==> src/rtl/mouse_pos_ctrl_if.sv <==
// mouse_pos_ctrl_if
// Groups the byte stream from the PS/2 receiver, the VGA scan counters and the
// cursor/button results into one bundle.
//   master : environment side (PS/2 receiver + VGA timing); drives rx_*/Cont*,
//            observes the cursor outputs.
//   slave  : mouse_pos_ctrl; consumes rx_*/Cont*, drives Pos*/Btn*/upd/pkt_err.
// Signals:
//   rx_data[7:0]  byte from the PS/2 receiver, valid while rx_done=1
//   rx_done       one-cycle strobe, byte available
//   ContH/ContV   VGA horizontal/vertical counters
//   PosH/PosV     cursor position (top-left corner of the 12x12 arrow)
//   BtnL/R/M      mouse buttons
//   upd           one-cycle pulse after PosH/PosV were rewritten
//   pkt_err       one-cycle pulse on sync error or inter-byte timeout
interface mouse_pos_ctrl_if;
    logic [7:0] rx_data;
    logic       rx_done;
    logic [9:0] ContH;
    logic [9:0] ContV;
    logic [9:0] PosH;
    logic [9:0] PosV;
    logic       BtnL;
    logic       BtnR;
    logic       BtnM;
    logic       upd;
    logic       pkt_err;

    modport master (
        output rx_data, rx_done, ContH, ContV,
        input  PosH, PosV, BtnL, BtnR, BtnM, upd, pkt_err
    );

    modport slave (
        input  rx_data, rx_done, ContH, ContV,
        output PosH, PosV, BtnL, BtnR, BtnM, upd, pkt_err
    );
endinterface

==> src/rtl/mouse_pos_ctrl.sv <==
// mouse_pos_ctrl
// Assembles 3-byte PS/2 mouse packets, accumulates the X/Y movement between
// frames and applies it to the cursor position once per frame, on the first
// vertical-blanking line, so the cursor never tears mid-frame.
// Ports:
//   clk    system clock
//   reset  synchronous, active-high
//   bus    mouse_pos_ctrl_if.slave (rx_data/rx_done, ContH/ContV in;
//          PosH/PosV, BtnL/BtnR/BtnM, upd, pkt_err out, all registered)
module mouse_pos_ctrl #(
    parameter int unsigned H_MAX   = 628,
    parameter int unsigned V_MAX   = 468,
    parameter int unsigned H_INIT  = 320,
    parameter int unsigned V_INIT  = 240,
    parameter int unsigned V_APPLY = 480,
    parameter int unsigned TIMEOUT = 100000
) (
    input  logic             clk,
    input  logic             reset,
    mouse_pos_ctrl_if.slave  bus
);

    localparam int unsigned TW = $clog2(TIMEOUT + 1);

    typedef enum logic [1:0] {StIdle, StGot0, StGot1} state_t;

    state_t            r_state;
    logic [TW-1:0]     r_tmo;
    logic [2:0]        r_hdr_btn;   // {M, R, L} from byte0
    logic              r_x_sign;
    logic              r_y_sign;
    logic              r_x_ovf;
    logic              r_y_ovf;
    logic [7:0]        r_dx;
    logic signed [11:0] r_acc_x;
    logic signed [11:0] r_acc_y;
    logic [9:0]        r_pos_h;
    logic [9:0]        r_pos_v;
    logic              r_btn_l;
    logic              r_btn_r;
    logic              r_btn_m;
    logic              r_upd;
    logic              r_pkt_err;
    logic              r_cond;

    logic              w_pkt_done;
    logic              w_cond;
    logic              w_tick;
    logic signed [8:0] w_dx;
    logic signed [8:0] w_dy;
    logic signed [12:0] w_sum_h;
    logic signed [12:0] w_sum_v;

    // Overflow replaces the magnitude with the largest value of the given sign.
    function automatic logic signed [8:0] form_delta(input logic sign, input logic ovf,
                                                     input logic [7:0] mag);
        if (ovf) begin
            return sign ? 9'sh100 : 9'sh0FF;
        end
        return $signed({sign, mag});
    endfunction

    // The tick restarts the accumulator, so a packet finishing on the tick edge
    // becomes the whole new accumulator rather than being lost.
    function automatic logic signed [11:0] acc_next(input logic signed [11:0] acc,
                                                    input logic tick, input logic done,
                                                    input logic signed [8:0] d);
        logic signed [12:0] s;
        s = (tick ? 13'sd0 : $signed({acc[11], acc}))
          + (done ? $signed({{4{d[8]}}, d}) : 13'sd0);
        if (s > 13'sd2047) begin
            return 12'sh7FF;
        end
        if (s < -13'sd2048) begin
            return 12'sh800;
        end
        return s[11:0];
    endfunction

    function automatic logic [9:0] clamp_pos(input logic signed [12:0] s,
                                             input logic [9:0] max_v);
        if (s < 13'sd0) begin
            return '0;
        end
        if (s > $signed({3'b000, max_v})) begin
            return max_v;
        end
        return s[9:0];
    endfunction

    // The third byte is used straight off the bus so buttons and accumulators
    // take the packet on the same edge that consumes it.
    assign w_pkt_done = (r_state == StGot1) && bus.rx_done;
    assign w_dx       = form_delta(r_x_sign, r_x_ovf, r_dx);
    assign w_dy       = form_delta(r_y_sign, r_y_ovf, bus.rx_data);

    // Edge-detect so a multi-clock pixel yields exactly one tick per frame.
    assign w_cond = (bus.ContV == 10'(V_APPLY)) && (bus.ContH == 10'd0);
    assign w_tick = w_cond & ~r_cond;

    // PS/2 +Y is up while screen Y grows downward, hence the subtraction.
    assign w_sum_h = $signed({3'b000, r_pos_h}) + $signed({r_acc_x[11], r_acc_x});
    assign w_sum_v = $signed({3'b000, r_pos_v}) - $signed({r_acc_y[11], r_acc_y});

    always_ff @(posedge clk) begin
        if (reset) begin
            r_state   <= StIdle;
            r_tmo     <= '0;
            r_hdr_btn <= '0;
            r_x_sign  <= 1'b0;
            r_y_sign  <= 1'b0;
            r_x_ovf   <= 1'b0;
            r_y_ovf   <= 1'b0;
            r_dx      <= '0;
            r_acc_x   <= '0;
            r_acc_y   <= '0;
            r_pos_h   <= 10'(H_INIT);
            r_pos_v   <= 10'(V_INIT);
            r_btn_l   <= 1'b0;
            r_btn_r   <= 1'b0;
            r_btn_m   <= 1'b0;
            r_upd     <= 1'b0;
            r_pkt_err <= 1'b0;
            r_cond    <= 1'b0;
        end else begin
            r_cond    <= w_cond;
            r_upd     <= w_tick;
            r_pkt_err <= 1'b0;

            r_acc_x <= acc_next(r_acc_x, w_tick, w_pkt_done, w_dx);
            r_acc_y <= acc_next(r_acc_y, w_tick, w_pkt_done, w_dy);

            if (w_tick) begin
                r_pos_h <= clamp_pos(w_sum_h, 10'(H_MAX));
                r_pos_v <= clamp_pos(w_sum_v, 10'(V_MAX));
            end

            if (w_pkt_done) begin
                r_btn_l <= r_hdr_btn[0];
                r_btn_r <= r_hdr_btn[1];
                r_btn_m <= r_hdr_btn[2];
            end

            case (r_state)
                StIdle: begin
                    r_tmo <= '0;
                    if (bus.rx_done) begin
                        // Bit 3 is always set in a header byte; anything else
                        // means we are out of step with the packet stream.
                        if (bus.rx_data[3]) begin
                            r_hdr_btn <= bus.rx_data[2:0];
                            r_x_sign  <= bus.rx_data[4];
                            r_y_sign  <= bus.rx_data[5];
                            r_x_ovf   <= bus.rx_data[6];
                            r_y_ovf   <= bus.rx_data[7];
                            r_state   <= StGot0;
                        end else begin
                            r_pkt_err <= 1'b1;
                        end
                    end
                end
                StGot0, StGot1: begin
                    if (bus.rx_done) begin
                        r_tmo <= '0;
                        if (r_state == StGot0) begin
                            r_dx    <= bus.rx_data;
                            r_state <= StGot1;
                        end else begin
                            r_state <= StIdle;
                        end
                    end else if (r_tmo == TW'(TIMEOUT - 1)) begin
                        r_tmo     <= '0;
                        r_pkt_err <= 1'b1;
                        r_state   <= StIdle;
                    end else begin
                        r_tmo <= r_tmo + 1'b1;
                    end
                end
                default: begin
                    r_tmo   <= '0;
                    r_state <= StIdle;
                end
            endcase
        end
    end

    assign bus.PosH    = r_pos_h;
    assign bus.PosV    = r_pos_v;
    assign bus.BtnL    = r_btn_l;
    assign bus.BtnR    = r_btn_r;
    assign bus.BtnM    = r_btn_m;
    assign bus.upd     = r_upd;
    assign bus.pkt_err = r_pkt_err;

endmodule

==> src/flat_wrapper.sv <==
// flat-port wrapper written by rule: the top's interface ports become plain ports
module mouse_pos_ctrl_flat 
#(
    parameter int unsigned H_MAX   = 628,
    parameter int unsigned V_MAX   = 468,
    parameter int unsigned H_INIT  = 320,
    parameter int unsigned V_INIT  = 240,
    parameter int unsigned V_APPLY = 480,
    parameter int unsigned TIMEOUT = 100000
)
  (clk, reset, bus_rx_data, bus_rx_done, bus_ContH, bus_ContV, bus_PosH, bus_PosV, bus_BtnL, bus_BtnR, bus_BtnM, bus_upd, bus_pkt_err);
  mouse_pos_ctrl_if bus_i ();
  input  logic clk;
  input  logic reset;
  input wire logic [$bits(bus_i.rx_data)-1:0] bus_rx_data;
  input wire logic [$bits(bus_i.rx_done)-1:0] bus_rx_done;
  input wire logic [$bits(bus_i.ContH)-1:0] bus_ContH;
  input wire logic [$bits(bus_i.ContV)-1:0] bus_ContV;
  output wire logic [$bits(bus_i.PosH)-1:0] bus_PosH;
  output wire logic [$bits(bus_i.PosV)-1:0] bus_PosV;
  output wire logic [$bits(bus_i.BtnL)-1:0] bus_BtnL;
  output wire logic [$bits(bus_i.BtnR)-1:0] bus_BtnR;
  output wire logic [$bits(bus_i.BtnM)-1:0] bus_BtnM;
  output wire logic [$bits(bus_i.upd)-1:0] bus_upd;
  output wire logic [$bits(bus_i.pkt_err)-1:0] bus_pkt_err;
  assign bus_i.rx_data = bus_rx_data;
  assign bus_i.rx_done = bus_rx_done;
  assign bus_i.ContH = bus_ContH;
  assign bus_i.ContV = bus_ContV;
  assign bus_PosH = bus_i.PosH;
  assign bus_PosV = bus_i.PosV;
  assign bus_BtnL = bus_i.BtnL;
  assign bus_BtnR = bus_i.BtnR;
  assign bus_BtnM = bus_i.BtnM;
  assign bus_upd = bus_i.upd;
  assign bus_pkt_err = bus_i.pkt_err;
  mouse_pos_ctrl #(.H_MAX(H_MAX), .V_MAX(V_MAX), .H_INIT(H_INIT), .V_INIT(V_INIT), .V_APPLY(V_APPLY), .TIMEOUT(TIMEOUT)) u_core (.clk(clk), .reset(reset), .bus(bus_i));
endmodule
==> config.mk <==
export PLATFORM = sky130hd
export DESIGN_NAME = mouse_pos_ctrl_flat
export DESIGN_NICKNAME = d
export VERILOG_FILES = /design/src/rtl/mouse_pos_ctrl_if.sv /design/src/rtl/mouse_pos_ctrl.sv /design/src/flat_wrapper.sv
export SDC_FILE = /design/constraint.sdc
export NUM_CORES = 1
export LEC_CHECK = 0
export BUFFER_PORTS_ARGS = -buffer_cell sky130_fd_sc_hd__buf_2
export CORE_UTILIZATION = 47
export DETAILED_ROUTE_END_ITERATION = 12
export GPL_TIMING_DRIVEN = 0
export PLACE_DENSITY_LB_ADDON = 0.15
export SLEW_MARGIN = 20
export SYNTH_ARGS = -nofsm -noshare
export SYNTH_HDL_FRONTEND = slang
export SYNTH_SLANG_ARGS = --single-unit
export TNS_END_PERCENT = 30
==> constraint.sdc <==
create_clock -name clk -period 8.8 [get_ports clk]
set_input_delay 0 -clock clk [delete_from_list [all_inputs] [get_ports clk]]
set_output_delay 0 -clock clk [all_outputs]
set_load 0.02 [all_outputs]
Yosys cells after proc, flatten, opt, wreduce, memory -nomap -nowiden --
Index checks and enable logic that the tools add are counted.
Storage, ports and cells: register bits 84, logic and storage cells 113
Cells by class: add/sub/neg operators 5, magnitude comparators 8, eq/ne operators 7, multiplexer cells 63, bitwise gates (word level) 3, reductions and logical operators 9
Operator list (number):
- two-way mux 12 bit | 8
- two-way mux 10 bit | 8
- two-way mux 9 bit | 6
- two-way mux 13 bit | 4
- two-way mux 1 bit | 30
- adder 13 bit | 2
- > comparator 13 x 12 -> 1 bit, second input constant | 2
- < comparator 13 x 1 -> 1 bit, second input constant | 2
- < comparator 13 x 12 -> 1 bit, second input constant | 2
- adder 17 x 1 -> 17 bit, second input constant | 1
- equality test 17 bit, second input constant | 1
- adder 11 x 12 -> 13 bit | 1
- > comparator 13 x 10 -> 1 bit, second input constant | 1
- > comparator 13 x 11 -> 1 bit, second input constant | 1
- subtractor 11 x 12 -> 13 bit | 1
- equality test 10 x 9 -> 1 bit, second input constant | 1
- logical NOT 10 bit | 1
- two-way mux 2 bit | 5
- AND reduction 3 bit | 3
- != test 2 bit, second input constant | 2
- case mux 2 bit (2 select lines) | 1
- OR reduction 4 bit | 1
- != test 3 x 2 -> 1 bit, second input constant | 1
- equality test 2 x 1 -> 1 bit, second input constant | 1
- 7 further kinds | 9

Logic depth before layout (Yosys ltp) --
Gate-level depths: netlist of run 1.
depth after elaboration 12, depth in mapped cells 17, gate-level depth less buffers 15

Worst setup path after synthesis of run 1 --
No wires, ideal clock.
kind register -> register, start register u_core.r_cond, end register u_core.r_acc_y[10], setup time 87 ps, data arrival time 3001 ps, required time 8713 ps, slack 5712 ps, stages on the path, launching flop included 16, period minus slack after synthesis 3088 ps, cells stage by stage dfxtp_1 > or3_1 > clkbuf_1 > clkbuf_1 > and2_1 > ha_1 > inv_1 > fa_1 > nor2b_1 > o31a_1 > o21ai_0 > nand2b_1 > nor2_1 > a311o_1 > buf_2 > o31ai_1
On the way: cells in the longest elaborated chain, start to end 10, elaborated cells between the ends (all ways) 14, those cells by class 1 x add/sub; 2 x order compare; 9 x mux; 2 x bitwise
Ends and longest elaborated chain:
- start: declaration | line mouse_pos_ctrl.sv:44 | logic r_cond;
- start signal: assignment | line mouse_pos_ctrl.sv:126 | r_cond <= w_cond;
- inverter 1 bit * | line mouse_pos_ctrl.sv:99 | assign w_tick = w_cond & ~r_cond;
- AND 1 bit * | line mouse_pos_ctrl.sv:99
- two-way mux 13 bit * | line mouse_pos_ctrl.sv:69 | s = (tick ? 13'sd0 : $signed({acc[11], acc}))
- adder 13 bit * | line mouse_pos_ctrl.sv:70 | + (done ? $signed({{4{d[8]}}, d}) : 13'sd0);
- < comparator 13 x 12 -> 1 bit | line mouse_pos_ctrl.sv:74 | if (s < -13'sd2048) begin
- two-way mux 1 bit (2 in a row) | line mouse_pos_ctrl.sv:74
- two-way mux 1 bit | line mouse_pos_ctrl.sv:106 | if (reset) begin
- two-way mux 12 bit | line mouse_pos_ctrl.sv:77 | return s[11:0];
- two-way mux 12 bit * | line mouse_pos_ctrl.sv:74
- end signal: assignment | line mouse_pos_ctrl.sv:131 | r_acc_y <= acc_next(r_acc_y, w_tick, w_pkt_done, w_dy);
- end: declaration | line mouse_pos_ctrl.sv:36 | logic signed [11:0] r_acc_y;
Mark *: on every way between the ends. The rest lies on a longest branch, timed or not. The select of a mux whose other input is x is not followed. A chain may end at the register's enable or synchronous reset.

Final worst setup path of run 1 --
Same ends and word-level chain as after synthesis.

==> impl_metrics.env, run 1 <==
export IMPL_drc=0
export IMPL_synth_seq_cells=84
export IMPL_critPathTopFamily="compound AO/OA/AOI/OAI gates"
export IMPL_synth_cell_types=77
export IMPL_cts_tree="built"
export IMPL_grt_max_degree=19
export IMPL_numCtsBuffers=9
export IMPL_synth_top_cells_by_area="dfxtp_1, ha_1, nor2_1, a21oi_1, nand2_1"
export IMPL_overflow=0
export IMPL_cts_setup_buffers=0
export IMPL_yosysSeqAreaShare=0.291
export IMPL_cp_end_kind="flip-flop"
export IMPL_async_flop_share=0
export IMPL_num_vias=5426
export IMPL_clock_fmax_mhz=268
export IMPL_maxCapViolations=0
export IMPL_finalWirelength_mm=14.3
export IMPL_drt_iter0_drc=386
export IMPL_worst_endpoint_arrival_ps=3990
export IMPL_final_setup_tns_ps=0
export IMPL_slowest_stage="dfxtp_1"
export IMPL_grt_first_pass_wirelength_mm=24.2
export IMPL_clock_sinks=84
export IMPL_clock_latency_ps=350
export IMPL_status="complete, no violations"
export IMPL_dieArea_mm2=0.0127
export IMPL_hp_class="in2reg"
export IMPL_diodes=0
export IMPL_syn_nets=815
export IMPL_wl_per_cell_um=14.9
export IMPL_slew_limit_headroom=0.472
export IMPL_tightest_slew_ps=789
export IMPL_finClkSkew_ps=11.2
export IMPL_synth_edf_count=0
export IMPL_synthesis_area_mm2=0.00578
export IMPL_power_leakage_nw=2.80
export IMPL_fillers=1147
export IMPL_synth_top_area_frac=0.291
export IMPL_path_buf_inv=4
export IMPL_fin_crit_sh=0.425
export IMPL_drv_slew=0
export IMPL_vdd_drop_max_mv=0.102
export IMPL_gr_usage_all_layers=0.236
export IMPL_yosysWarnings=0
export IMPL_dr_pass1_iters=5
export IMPL_floorplan_initialDensity=0.481
export IMPL_critPathRequiredTime_ps=9050
export IMPL_hold_violations=0
export IMPL_rsz0062_at_grt="no"
export IMPL_power_density_mw_per_mm2=124
export IMPL_syn_inst=731
export IMPL_h_tree_depth=3
export IMPL_worst_r2r_setup_slack_ps=5060
export IMPL_antenna_found_initial=0
export IMPL_yosysTopAreaCell="dfxtp_1"
export IMPL_gp_congestion=0.897
export IMPL_synth_ff_type="dfxtp_1"
export IMPL_path_cells="or3_1 > clkbuf_1 > clkbuf_1 > and2_1 > ha_1 > inv_1 > fa_1 > nor2b_1 > o31a_1 > o21ai_0 > nand2b_1 > nor2_1 > a311o_1 > buf_2 > o31ai_1"
export IMPL_finalSetupViolCount=0
export IMPL_final_nets=889
export IMPL_synth_area_per_cell_um2=7.90
export IMPL_coreArea_mm2=0.0120
export IMPL_dp_hpwl_mm=11.1
export IMPL_root_buffer="clkbuf_16"
export IMPL_die_w_um=113
export IMPL_clockBufferDepth=2
export IMPL_io_buffers=55
export IMPL_ios=56
export IMPL_drive_gt1_frac=0.125
export IMPL_start_kind="flip-flop"
export IMPL_fin_crit_ps=3740
export IMPL_path_class="reg2reg"
export IMPL_num_rows=40
export IMPL_ant_nets=0
export IMPL_vias_per_cell=5.67
export IMPL_syn2layout_area_growth_pct=14.5
export IMPL_die_h_um=113
export IMPL_crit_top_cell="clkbuf_1"
export IMPL_grt_pass1_vias=5102
export IMPL_clk_pin_slew_worst_paths_ps=70
export IMPL_final_util=0.550
export IMPL_crit_path_max_fanout=10
export IMPL_cpPeakStageDelay_ps=410
[cells by family (layout without fill, tap and decap cells)]
family          after synthesis  after routing  share of synthesized area
simple gates                293            293                      0.242
compound gates              192            192                      0.226
flops                        84             84                      0.291
buf+inv                      56            135                     0.0373
fa+ha+maj                    53             53                      0.120
xor+xnor                     40             40                     0.0607
mux                          13             13                     0.0234
[state kept, by name, indices dropped and copies added, names as in the netlist]
name and flops:
u_core.r_tmo 17, u_core.r_acc_x 12, u_core.r_acc_y 12, u_core.bus.PosH 10
u_core.bus.PosV 10, u_core.r_dx 8, u_core.r_hdr_btn 3, u_core.r_state 2
u_core.bus.BtnL 1, u_core.bus.BtnM 1, u_core.bus.BtnR 1, u_core.bus.pkt_err 1
u_core.bus.upd 1, u_core.r_cond 1, u_core.r_x_ovf 1, u_core.r_x_sign 1
u_core.r_y_ovf 1, u_core.r_y_sign 1
[tightest hold or removal path, delay by kind of cell]
kind                   cells  cell delay [ps]
AOI/OAI and AO/OA          1               50
buffers and inverters      1               80
and+or+nand+nor            3              280
[cells in the final DEF (no fill, tap or decap), types with 5 or more instances in the layout]
| cell type | Yosys | final |
|---|---|---|
| a211o_1 | 5 | 5 |
| a21o_1 | 12 | 12 |
| a21oi_1 | 72 | 72 |
| a31oi_1 | 6 | 6 |
| and2_1 | 13 | 13 |
| and3_1 | 7 | 7 |
| buf_1 | 5 | 5 |
| buf_2 | 4 | 59 |
| clkbuf_1 | 12 | 12 |
| clkbuf_16 | 0 | 9 |
| dfxtp_1 | 84 | 84 |
| dlygate4sd3_1 | 0 | 8 |
| ha_1 | 49 | 49 |
| inv_1 | 35 | 35 |
| mux2i_1 | 12 | 12 |
| nand2_1 | 64 | 64 |
| nand2b_1 | 7 | 7 |
| nand3_1 | 26 | 26 |
| nand4_1 | 5 | 5 |
| nor2_1 | 109 | 109 |
| nor2b_1 | 7 | 7 |
| nor3_1 | 17 | 17 |
| nor4_1 | 7 | 7 |
| o211ai_1 | 5 | 5 |
| o21a_1 | 9 | 9 |
| o21ai_0 | 19 | 19 |
| o21ai_1 | 10 | 10 |
| o31ai_1 | 8 | 8 |
| xnor2_1 | 19 | 19 |
| xor2_1 | 21 | 21 |
[Yosys cell counts, types with 4 or more instances]
library cell	n
a211o_1	5
a211oi_1	4
a21o_1	12
a21oi_1	72
a22o_1	4
a31oi_1	6
and2_1	13
and3_1	7
buf_1	5
buf_2	4
clkbuf_1	12
dfxtp_1	84
fa_1	4
ha_1	49
inv_1	35
mux2i_1	12
nand2_1	64
nand2b_1	7
nand3_1	26
nand4_1	5
nor2_1	109
nor2b_1	7
nor3_1	17
nor4_1	7
o211ai_1	5
o21a_1	9
o21ai_0	19
o21ai_1	10
o31ai_1	8
or2_1	4
or3_1	4
xnor2_1	19
xor2_1	21
[metal layers]
layer | vias to the layer above | global-route usage | share of wire
met1 | 2536 | 0.323 | 0.50
met2 | 118 | 0.379 | 0.45
met5 | - | 0 | 0
met3 | 11 | 0.0348 | 0.038
li1 | 2761 | - | -
met4 | 0 | 0.0833 | 0.013
[cell type report]
cell class / instances / area, um2 / share of cell area
sequential: 84 / 1680 / 0.254
clock inverter: 7 / 71.3 / 0.0108
timing repair buffer: 63 / 355 / 0.0537
clock buffer: 9 / 225 / 0.0341
inverter: 35 / 131 / 0.0199
tap: 147 / 184 / 0.0278
multi-input combinational: 591 / 3880 / 0.587
buffer: 21 / 83.8 / 0.0127
[where the power goes]
group	internal (W)	switching [W]	total, W
logic	0.0000222	0.0000309	0.0000531
clock network	0.000202	0.000178	0.000380
registers	0.000384	0.00000289	0.000387
total	0.000608	0.000212	0.000820
[repair_timing]
item | in CTS | in global routing
resized for setup | 0 | 0
endpoints found under the hold margin | 15 | 0
hold buffers | 8 | 0
[metrics by stage]
| stage | area (um2) | hold slack (ps) | instances | total power, W | setup slack (ps) |
|---|---|---|---|---|---|
| after floorplan | 5780 | 144 | 731 | 0.000428 | 5710 |
| after CTS | 6610 | 93.3 | 957 | 0.000828 | 5060 |
| after detailed placement | 6230 | 298 | 933 | 0.000446 | 4890 |
| after global placement | 6230 | 290 | 933 | 0.000445 | 4980 |
| after global routing | 6610 | 160 | 957 | 0.000850 | 4650 |
| final | 6610 | 105 | 957 | 0.000820 | 5060 |
[final timing paths]
check	start	end	cells past startpoint
max	u_core.r_cond	u_core.r_acc_y[10]	15
min	bus_rx_done	u_core.r_state[0]	5
max reg2reg	u_core.r_cond	u_core.r_acc_y[10]	15
min reg2reg	u_core.r_dx[4]	u_core.r_dx[4]	2
No activity file was read; power rests on OpenSTA's default activity.
==> run 2, diff against run 1 <==
ABC_AREA = 1   (was unset)
clock period = 3.05 ns   (was 8.8 ns; I/O delays follow)
==> run 2 against run 1 <==
Net effect: cell count increased by 24%; register-to-register slack got worse by 4800 ps; via count increased by 6.5%; combinational power increased to 3.4 times the previous value; synthesized cell count increased by 28%; clock power increased to 2.9 times the previous value; worst setup slack got worse by 4800 ps; area after synthesis increased by 5.2%; non-clock buffer count decreased by 2; global-route usage decreased by 0.10 points; final area increased by 7.3%; wire length increased by 1.2%; critical path type is now in2reg.
==> impl_metrics.env, run 2 <==
export IMPL_status="complete, no violations"
export IMPL_synth_cell_types=39
export IMPL_clk_pin_slew_worst_paths_ps=60
export IMPL_grt_pass1_vias=5423
export IMPL_final_util=0.562
export IMPL_dieArea_mm2=0.0134
export IMPL_gr_usage_all_layers=0.235
export IMPL_synth_common_cells="nand2_1, nor2_1, inv_1"
export IMPL_p_total_w=0.00242
export IMPL_io_buffers=55
export IMPL_yosysWarnings=0
export IMPL_h_tree_depth=3
export IMPL_yosysMostFrequentCell="nand2_1"
export IMPL_grt_max_degree=14
export IMPL_synth_ff_type="dfxtp_1"
export IMPL_vias_per_cell=4.85
export IMPL_maxCapViolations=0
export IMPL_power_density_mw_per_mm2=341
export IMPL_hold_violations=0
export IMPL_synth_area_per_cell_um2=6.49
export IMPL_antenna_found_initial=0
export IMPL_clock_sinks=84
export IMPL_fillers=1296
export IMPL_min_path_cells=3
export IMPL_ant_nets=0
export IMPL_clock_fmax_mhz=353
export IMPL_worst_r2r_setup_slack_ps=220
export IMPL_synth_top_cells_by_area="dfxtp_1, nand2_1, ha_1, nor2_1, inv_1"
export IMPL_num_vias=5779
export IMPL_async_flop_share=0
export IMPL_finClkSkew_ps=4.78
export IMPL_synthesis_area_mm2=0.00607
export IMPL_drc=0
export IMPL_gp_congestion=0.877
export IMPL_worst_endpoint_arrival_ps=3060
export IMPL_worstHoldStart="bus_rx_data[3]"
export IMPL_final_nets=1099
export IMPL_final_cell_mix="nand2_1, nor2_1, inv_1, dfxtp_1, nand3_1"
export IMPL_floorplan_initialDensity=0.481
export IMPL_overflow=0
export IMPL_synth_edf_count=0
export IMPL_clockBufferDepth=2
export IMPL_tightest_slew_ps=704
export IMPL_yosysTopAreaCell="dfxtp_1"
export IMPL_drv_slew=0
export IMPL_fin_crit_sh=0.930
export IMPL_syn_inst=936
export IMPL_top_register="u_core.r_tmo"
export IMPL_grt_first_pass_wirelength_mm=24.7
export IMPL_critPathRequiredTime_ps=3280
export IMPL_finalSetupViolCount=0
export IMPL_multiInputGateArea_mm2=0.00389
export IMPL_drive_gt1_frac=0.130
export IMPL_synth_seq_cells=84
export IMPL_dr_pass1_iters=6
export IMPL_holdPathEnd="u_core.r_dx[3]"
export IMPL_diodes=0
export IMPL_syn2layout_area_growth_pct=16.8
export IMPL_reg_top3="u_core.r_tmo x17, u_core.r_acc_x x12, u_core.r_acc_y x12"
export IMPL_finalWirelength_mm=14.5
export IMPL_cp_end_kind="flip-flop"
export IMPL_num_rows=41
export IMPL_yosysSeqAreaShare=0.277
export IMPL_final_common_cell="nand2_1"
export IMPL_cts_tree="built"
export IMPL_root_buffer="clkbuf_16"
export IMPL_slew_limit_headroom=0.531
export IMPL_numCtsBuffers=9
export IMPL_vdd_drop_max_mv=0.407
export IMPL_hp_class="in2reg"
export IMPL_clock_latency_ps=340
export IMPL_wl_per_cell_um=12.1
export IMPL_path_class="in2reg"
export IMPL_preCtsSetupSlack_ps=-228
export IMPL_reg2reg_from="u_core.r_state[0]"
export IMPL_coreArea_mm2=0.0126
export IMPL_r2r_cells=19
export IMPL_largest_reg_flops=17
export IMPL_start_kind="input pin"
export IMPL_synth_top_area_frac=0.277
export IMPL_drt_iter0_drc=205
export IMPL_syn_nets=1020
export IMPL_power_leakage_nw=3.41
export IMPL_timing_rr_end="u_core.r_acc_y[10]"
export IMPL_layout_setup_ws_ps=215
export IMPL_ios=56
export IMPL_ff_latch_area_mm2=0.00168
export IMPL_die_h_um=116
export IMPL_die_w_um=116
export IMPL_fin_crit_ps=2840
export IMPL_dp_hpwl_mm=11.6
export IMPL_crit_path_max_fanout=10
[run 2: cell types whose count changed after synthesis, moves of 8 or more]
cell     delta
o21ai_0    +16
and2_1     -13
o21a_1      -8
nand4_1    +20
mux2i_1    -12
nand2_2    +12
a21o_1     -10
o31ai_1     -8
inv_1      +99
nand2_1   +143
nand3_1    +47
nor2_1     +31
a21oi_1    -10
[run 2: layer usage]
layer / track usage / up-vias / share of wire
li1: - / 3186 / -
met1: 0.308 / 2508 / 0.49
met2: 0.393 / 77 / 0.46
met3: 0.0513 / 8 / 0.035
met4: 0.0573 / 0 / 0.0098
met5: 0 / - / 0
[run 2: where the power goes]
group	total (W)	leakage (nW)	switching, W	internal [W]
sequential	0.00113	0.680	0.0000115	0.00112
clock	0.00111	0.151	0.000440	0.000673
combinational	0.000178	2.58	0.000111	0.0000671
[run 2: worst max-delay path by stage]
stage	from	to	slack, ps	cells past startpoint
detailed placement	u_core.r_state[0]	u_core.r_acc_x[10]	-230	18
global route	u_core.r_state[0]	u_core.r_acc_y[3]	-0.1	19
floorplan	u_core.r_state[0]	u_core.r_acc_x[1]	330	18
CTS	u_core.r_state[0]	u_core.r_acc_y[3]	2	18
finish	bus_ContH[0]	u_core.r_acc_x[10]	210	16
global placement	bus_ContH[7]	u_core.r_acc_y[3]	-270	20
[run 2: logic make-up after synthesis]
logic type,after synthesis,synth area share
AND/OR/NAND/NOR,494,0.359
adder cells (fa/ha/maj),53,0.114
buffers and inverters,155,0.0964
flip-flops,84,0.277
AO/OA/AOI/OAI,120,0.110
XOR/XNOR,30,0.0433
[run 2: critical path, cell delays in order]
cell and delay, ps:
buf_2 100, dlygate4sd3_1 560, nor4_2 290, nand4_1 290, buf_2 290, nand2_1 130
inv_1 60, ha_1 260, nand2_1 90, o21bai_4 170, nand3_1 90, nand3_1 140
xor2_2 230, nand2_2 160, nand3_1 130, nand2_1 70
[run 2: layout make-up]
type,count,area share
Tap cell,172,0.0303
Buffer,12,0.00741
Timing Repair Buffer,70,0.0582
Sequential cell,84,0.237
Clock inverter,4,0.00688
Inverter,141,0.0753
Multi-Input combinational cell,697,0.549
Clock buffer,11,0.0356
[run 2: repair_timing]
action,4_1_cts,5_1_grt
resized for setup,4,30
setup buffers,0,5
cloned,0,0
endpoints found under the hold margin,15,0
setup endpoints to repair,22,24
pin swaps,0,6
hold buffers,10,0
[run 2: per-stage QoR]
stage / area [um2] / hold slack [ps] / instances / TNS [ps]
after floorplan: 6070 / 167 / 936 / 0
after global placement: 6570 / 306 / 1163 / -5430
after detailed placement: 6570 / 306 / 1163 / -4250
after CTS: 6980 / 13.0 / 1188 / 0
after global routing: 7100 / 14.0 / 1191 / -0.135
final: 7100 / 26.9 / 1191 / 0
